--- config.mk ---
export PLATFORM = sky130hd
export DESIGN_NAME = timer_device
export DESIGN_NICKNAME = d
export VERILOG_FILES = /design/src/rtl/timer_pkg.sv /design/src/rtl/timer_device.sv
export SDC_FILE = /design/constraint.sdc
export NUM_CORES = 1
export LEC_CHECK = 0
export ABC_CLOCK_PERIOD_IN_PS = 2200
export CAP_MARGIN = 20
export CORE_MARGIN = 5
export CORE_UTILIZATION = 48
export CTS_CLUSTER_SIZE = 25
export DETAILED_ROUTE_END_ITERATION = 8
export GPL_ROUTABILITY_DRIVEN = 0
export PLACE_DENSITY_LB_ADDON = 0.05
export SYNTH_ARGS = -nofsm -noshare
export SYNTH_HDL_FRONTEND = slang
export SYNTH_SLANG_ARGS = --single-unit
--- constraint.sdc ---
create_clock -name clk -period 2.2 [get_ports clk]
set_input_delay 0.33 -clock clk [delete_from_list [all_inputs] [get_ports clk]]
set_output_delay 0.33 -clock clk [all_outputs]
set_load 0.01 [all_outputs]
--- src/rtl/timer_pkg.sv ---
// Shared definitions for the memory-mapped countdown timer: register offsets,
// CTRL field layout, mode codes and the FSM state encoding.
package timer_pkg;

  localparam logic [1:0] ADDR_CTRL   = 2'd0;
  localparam logic [1:0] ADDR_PRESET = 2'd1;
  localparam logic [1:0] ADDR_COUNT  = 2'd2;

  localparam int CTRL_EN = 0;
  localparam int CTRL_IM = 3;

  localparam logic [1:0] MODE_ONESHOT = 2'b00;
  localparam logic [1:0] MODE_RELOAD  = 2'b01;

  typedef enum logic [1:0] {
    ST_IDLE = 2'd0,
    ST_LOAD = 2'd1,
    ST_CNT  = 2'd2,
    ST_INT  = 2'd3
  } timer_state_e;

  // Field order matches the CTRL word, so din[3:0] casts straight onto it.
  typedef struct packed {
    logic       im;
    logic [1:0] mode;
    logic       en;
  } ctrl_t;

  // Observable FSM status, kept as one register so checkers can bind to it.
  typedef struct packed {
    timer_state_e state;
    logic         irq_flag;
  } status_t;

  localparam ctrl_t CTRL_RST = '{im: 1'b0, mode: MODE_ONESHOT, en: 1'b0};

  // Only code 01 reloads; 10 and 11 fall back to one-shot.
  function automatic logic is_reload(input ctrl_t c);
    return c.mode == MODE_RELOAD;
  endfunction

endpackage

--- src/rtl/timer_device.sv ---
// Countdown timer on the CPU device bus: CTRL/PRESET/COUNT registers, a
// four-state IDLE/LOAD/CNT/INT controller and a maskable interrupt output.
module timer_device
  import timer_pkg::*;
#(
  parameter logic [31:0] PRESET_RST = 32'd0,
  parameter int          CNT_W      = 32
) (
  input  logic        clk,
  input  logic        reset,
  input  logic        sel,
  input  logic        we,
  input  logic [1:0]  addr,
  input  logic [31:0] din,
  output logic [31:0] dout,
  output logic        irq
);

  // Bus access: sel+we is a single-cycle write strobe committed on the next
  // rising edge; reads are combinational on addr and never stall.
  logic wr_ctrl;
  logic wr_preset;

  ctrl_t            ctrl_q,  ctrl_d;
  logic [CNT_W-1:0] preset_q;
  logic [CNT_W-1:0] count_q, count_d;
  status_t          status_q, status_d;

  assign wr_ctrl   = sel && we && (addr == ADDR_CTRL);
  assign wr_preset = sel && we && (addr == ADDR_PRESET);

  always_ff @(posedge clk) begin
    if (reset) begin
      ctrl_q   <= CTRL_RST;
      preset_q <= PRESET_RST[CNT_W-1:0];
      count_q  <= '0;
      status_q <= '{state: ST_IDLE, irq_flag: 1'b0};
    end else begin
      ctrl_q   <= ctrl_d;
      count_q  <= count_d;
      status_q <= status_d;
      if (wr_preset) begin
        preset_q <= din[CNT_W-1:0];
      end
    end
  end

  // All FSM decisions look at ctrl_q, the value before any write this cycle.
  always_comb begin
    ctrl_d   = ctrl_q;
    count_d  = count_q;
    status_d = status_q;

    if (wr_ctrl) begin
      ctrl_d = ctrl_t'(din[CTRL_IM:CTRL_EN]);
    end

    unique case (status_q.state)
      ST_IDLE: begin
        if (ctrl_q.en) begin
          status_d.state = ST_LOAD;
        end
      end
      ST_LOAD: begin
        count_d        = preset_q;
        status_d.state = ST_CNT;
      end
      ST_CNT: begin
        if (!ctrl_q.en) begin
          status_d.state = ST_IDLE;
        end else if (count_q <= CNT_W'(1)) begin
          count_d           = '0;
          status_d.state    = ST_INT;
          status_d.irq_flag = 1'b1;
        end else begin
          count_d = count_q - CNT_W'(1);
        end
      end
      ST_INT: begin
        if (is_reload(ctrl_q)) begin
          status_d.irq_flag = 1'b0;
          status_d.state    = ST_LOAD;
        end else begin
          status_d.state = ST_IDLE;
          // A simultaneous CTRL write keeps its own EN, restarting the timer.
          if (!wr_ctrl) begin
            ctrl_d.en = 1'b0;
          end
        end
      end
      default: begin
        status_d.state = ST_IDLE;
      end
    endcase

    // Software acknowledge overrides a flag being set on the same edge.
    if (wr_ctrl || wr_preset) begin
      status_d.irq_flag = 1'b0;
    end
  end

  always_comb begin
    dout = '0;
    unique case (addr)
      ADDR_CTRL:   dout[CTRL_IM:CTRL_EN] = ctrl_q;
      ADDR_PRESET: dout = 32'(preset_q);
      ADDR_COUNT:  dout = 32'(count_q);
      default:     dout = '0;
    endcase
  end

  assign irq = status_q.irq_flag && ctrl_q.im;

endmodule

==> impl_metrics.prom <==
# TYPE chip_impl_metric gauge
chip_impl_metric{name="number_of_vias_in_the_routed_layout",unit=""} 4424
chip_impl_info{name="min-delay-path-class",value="in2reg"} 1
chip_impl_metric{name="synth_enable_flop_cells",unit=""} 0
chip_impl_metric{name="grt_pass1_wl",unit="mm"} 20.52
chip_impl_metric{name="worstMarginPinSlew",unit="ns"} 0.5135
chip_impl_metric{name="number_of_drc_markers_in_iteration_0",unit=""} 266
chip_impl_info{name="start_kind",value="register"} 1
chip_impl_metric{name="synth_nets",unit=""} 577
chip_impl_info{name="cts-root-buf",value="sky130_fd_sc_hd__clkbuf_8"} 1
chip_impl_metric{name="max-slew-margin-rel",unit="%"} 65.45
chip_impl_metric{name="fp.dieH",unit="um"} 102.4
chip_impl_metric{name="post_synth.cell_area_avg",unit="um^2"} 7.683
chip_impl_metric{name="post-route-min-period",unit="ns"} 2.182
chip_impl_metric{name="initial_core_util",unit="%"} 49.59
chip_impl_metric{name="synthDistinctLibCells",unit=""} 63
chip_impl_metric{name="clockPowerShare",unit="%"} 41.3
chip_impl_metric{name="detail_route.wl_per_cell",unit="um"} 17.12
chip_impl_metric{name="drtAntennaViolNets",unit=""} 0
chip_impl_metric{name="design.core.area",unit="um^2"} 8258
chip_impl_metric{name="route.detailed.vias_per_inst",unit=""} 5.867
chip_impl_metric{name="total_switching_power",unit="mW"} 0.6761
chip_impl_metric{name="power_switching_share",unit="%"} 24.10
chip_impl_info{name="cts_tree",value="done"} 1
chip_impl_info{name="crit_type",value="reg2reg"} 1
chip_impl_metric{name="portBuffers",unit=""} 70
chip_impl_metric{name="final.setup.worst_slack",unit="ns"} 0.01788
chip_impl_metric{name="clock_latency_late_sink",unit="ns"} 0.35
chip_impl_metric{name="final_routed_wirelength",unit="mm"} 12.91
chip_impl_metric{name="setup_viol",unit=""} 0
chip_impl_metric{name="antenna_cells",unit=""} 0
chip_impl_info{name="critical_path.endpoint_type",value="register"} 1
chip_impl_metric{name="tritoncts_num_sinks",unit=""} 71
chip_impl_metric{name="clock-skew-final",unit="ns"} 0.008921
chip_impl_metric{name="worst_hold_margin",unit="ns"} 0.2834
chip_impl_metric{name="dr_wl_met3",unit="um"} 880
chip_impl_metric{name="synth-seq-cells",unit=""} 71
chip_impl_metric{name="antenna_found_initial",unit=""} 0
chip_impl_metric{name="max_h_tree_level",unit=""} 3
chip_impl_metric{name="path_max_fanout",unit=""} 3
chip_impl_metric{name="cp.required",unit="ns"} 2.47
chip_impl_metric{name="timing.max_cap.violations",unit=""} 0
chip_impl_metric{name="dpl_worst_slack",unit="ns"} -0.3179
chip_impl_info{name="final_cell_mix",value="sky130_fd_sc_hd__nand2_1 (98), sky130_fd_sc_hd__dfxtp_1 (68), sky130_fd_sc_hd__buf_4 (60)"} 1
chip_impl_metric{name="die_width",unit="um"} 102.4
chip_impl_metric{name="first_global_vias",unit=""} 4221
chip_impl_metric{name="power_per_cell_area",unit="nW/um^2"} 499.5
chip_impl_metric{name="layout_worst_path_cycle_share",unit="%"} 99.19
chip_impl_info{name="commonest_register_cell_after_synthesis",value="sky130_fd_sc_hd__dfxtp_1"} 1
chip_impl_metric{name="post-route-drc-count",unit=""} 0
chip_impl_metric{name="cp.arrival",unit="ns"} 2.46
chip_impl_metric{name="combinationalPowerShare",unit="%"} 11.9
chip_impl_metric{name="placementRows",unit=""} 33
chip_impl_metric{name="slew_violations",unit=""} 0
chip_impl_metric{name="synth-seq-area-share",unit="%"} 34.71
chip_impl_metric{name="groute.usage.overall",unit="%"} 24.26
chip_impl_metric{name="static-leakage-power",unit="nW"} 2.273
chip_impl_metric{name="synth-warning-count",unit=""} 0
chip_impl_metric{name="place.detailed.hpwl",unit="mm"} 8.672
chip_impl_metric{name="timing_hold_violations_final",unit=""} 0
chip_impl_metric{name="timing.fmax",unit="MHz"} 458.3
chip_impl_metric{name="placed_cells_incl_taps",unit=""} 726
chip_impl_metric{name="tritoncts.num_buffers",unit=""} 9
chip_impl_metric{name="sequentialPowerShare",unit="%"} 46.8
chip_impl_metric{name="synth_cells",unit=""} 533
chip_impl_metric{name="nNetsFinal",unit=""} 689
chip_impl_metric{name="power.total",unit="mW"} 2.806
chip_impl_metric{name="grt_overflow",unit=""} 0
chip_impl_metric{name="p_int",unit="mW"} 2.130
chip_impl_metric{name="drive_above_1_share",unit="%"} 19.72
chip_impl_metric{name="route.met2.wl",unit="mm"} 6.150
chip_impl_metric{name="boundaryPins",unit=""} 71
chip_impl_metric{name="area_delta_synth_final",unit="%"} 37.18
chip_impl_info{name="final_common_cell",value="sky130_fd_sc_hd__nand2_1"} 1
chip_impl_info{name="run_status",value="complete, no violations"} 1
chip_impl_metric{name="clk_transition_reported_paths",unit="ns"} 0.07
chip_impl_info{name="dr.max_layer_used",value="met4"} 1
chip_impl_metric{name="drt_first_pass_iters",unit=""} 7
chip_impl_metric{name="synth_area",unit="um^2"} 4095
chip_impl_metric{name="post_synth_arst_share",unit="%"} 0
chip_impl_metric{name="final_core_utilization",unit="%"} 68.03
chip_impl_metric{name="grt_start_max_net_pins",unit=""} 41
chip_impl_metric{name="layout.cells.non_filler",unit=""} 754
chip_impl_metric{name="met1Wirelength",unit="mm"} 5.685
chip_impl_info{name="rsz0062_at_grt",value="yes"} 1
chip_impl_metric{name="die_area",unit="um^2"} 10480
chip_impl_metric{name="cts.path.max_buffers",unit=""} 2
chip_impl_metric{name="worst_vdd_ir",unit="mV"} 0.3366
==> worst max-delay path, cell delays in order (launching register included) <==
cell and delay (ns):
sky130_fd_sc_hd__dfxtp_2 0.32, sky130_fd_sc_hd__or4_4 0.54, sky130_fd_sc_hd__buf_6 0.15, sky130_fd_sc_hd__nor3_4 0.19
sky130_fd_sc_hd__buf_6 0.15, sky130_fd_sc_hd__nand2_4 0.04, sky130_fd_sc_hd__or4_1 0.39, sky130_fd_sc_hd__a21o_1 0.17
sky130_fd_sc_hd__a31oi_1 0.16
==> logic make-up (layout without fill, tap and decap cells) <==
logic type,after synthesis,in the layout,share of synthesized area [%]
mux,4,4,1.008
fa+ha+maj,6,6,1.833
buf+inv,51,166,6.783
simple gates,238,238,29.67
flops,71,71,34.71
compound gates,160,161,25.36
xor+xnor,3,3,0.6417
==> cells in the mapped netlist (all sizes together), types with 3 or more instances <==
cell type / number / area share (%)
and3: 5 / 0.79
a31oi: 19 / 2.9
mux2i: 3 / 0.73
a221oi: 5 / 1.1
buf: 9 / 2.0
nor3b: 3 / 0.55
nor3: 13 / 2.1
a21oi: 49 / 6.1
nor2: 26 / 2.4
nor4: 8 / 1.5
o31ai: 5 / 0.92
nand4: 4 / 0.61
dfxtp: 71 / 35
clkbuf: 32 / 3.4
inv: 7 / 0.64
and2: 3 / 0.49
nor2b: 33 / 5.0
ha: 6 / 1.8
a22oi: 32 / 5.9
a222oi: 4 / 0.98
o211ai: 4 / 0.73
a21o: 4 / 0.73
xor2: 3 / 0.64
o21ai: 22 / 2.7
or4: 8 / 1.7
nand3: 23 / 2.8
nand2b: 3 / 0.46
nand2: 101 / 9.5
==> per-layer routing <==
layer	track usage, %	vias up
met1	32.66	2069
met4	7.064	0
met2	39.43	174
met5	0	-
met3	4.915	17
li1	-	2164
==> final cells by class <==
type                       instances  area, um^2
timing repair buffer             144        1285
clock inverter                     4       70.07
sequential                        71        1425
clock buffer                      11       141.4
fill                             727        2640
inverter                           7       26.28
multi-input combinational        412        2539
tap                              105       131.4
==> what timing repair did <==
| item | CTS | global route |
|---|---|---|
| pin swaps | 8 | 11 |
| hold buffers | 0 | 0 |
| endpoints found under the hold margin | 0 | 0 |
| setup endpoints to repair | 34 | 24 |
| gates resized for setup | 48 | 28 |
| setup buffers | 4 | 8 |
| gates cloned | 0 | 1 |
==> final timing paths <==
path                     start           end  slack (ns)  cells past startpoint
setup / recovery   count_q[14]   count_q[27]        0.02                      8
setup reg to reg   count_q[14]   count_q[27]        0.02                      8
hold / removal           reset   status_q[2]        0.28                      2
hold reg to reg   preset_q[26]  preset_q[26]        0.48                      2
==> power groups by stage <==
stage	registers (mW)	clock network (mW)	logic, mW
global route	1.32	1.24	0.358
CTS	1.31	1.18	0.314
floorplan	1.34	0	0.151
detailed placement	1.34	0	0.300
global placement	1.34	0	0.297
finish	1.31	1.16	0.333
==> per-stage QoR <==
| stage | setup TNS, ns | instance area (um^2) |
|---|---|---|
| after global routing | -0.4817 | 5618 |
| after floorplan | -0.04604 | 4136 |
| after CTS | 0 | 5464 |
| after global placement | -7.205 | 5206 |
| final | 0 | 5618 |
| after detailed placement | -8.599 | 5206 |
==> flip-flops by register name, summed over array words and instances, names as in the netlist <==
signal	cells
count_q	32
ctrl_q	4
preset_q	32
status_q	3
Note: power is estimated with default switching activity, not from simulation.
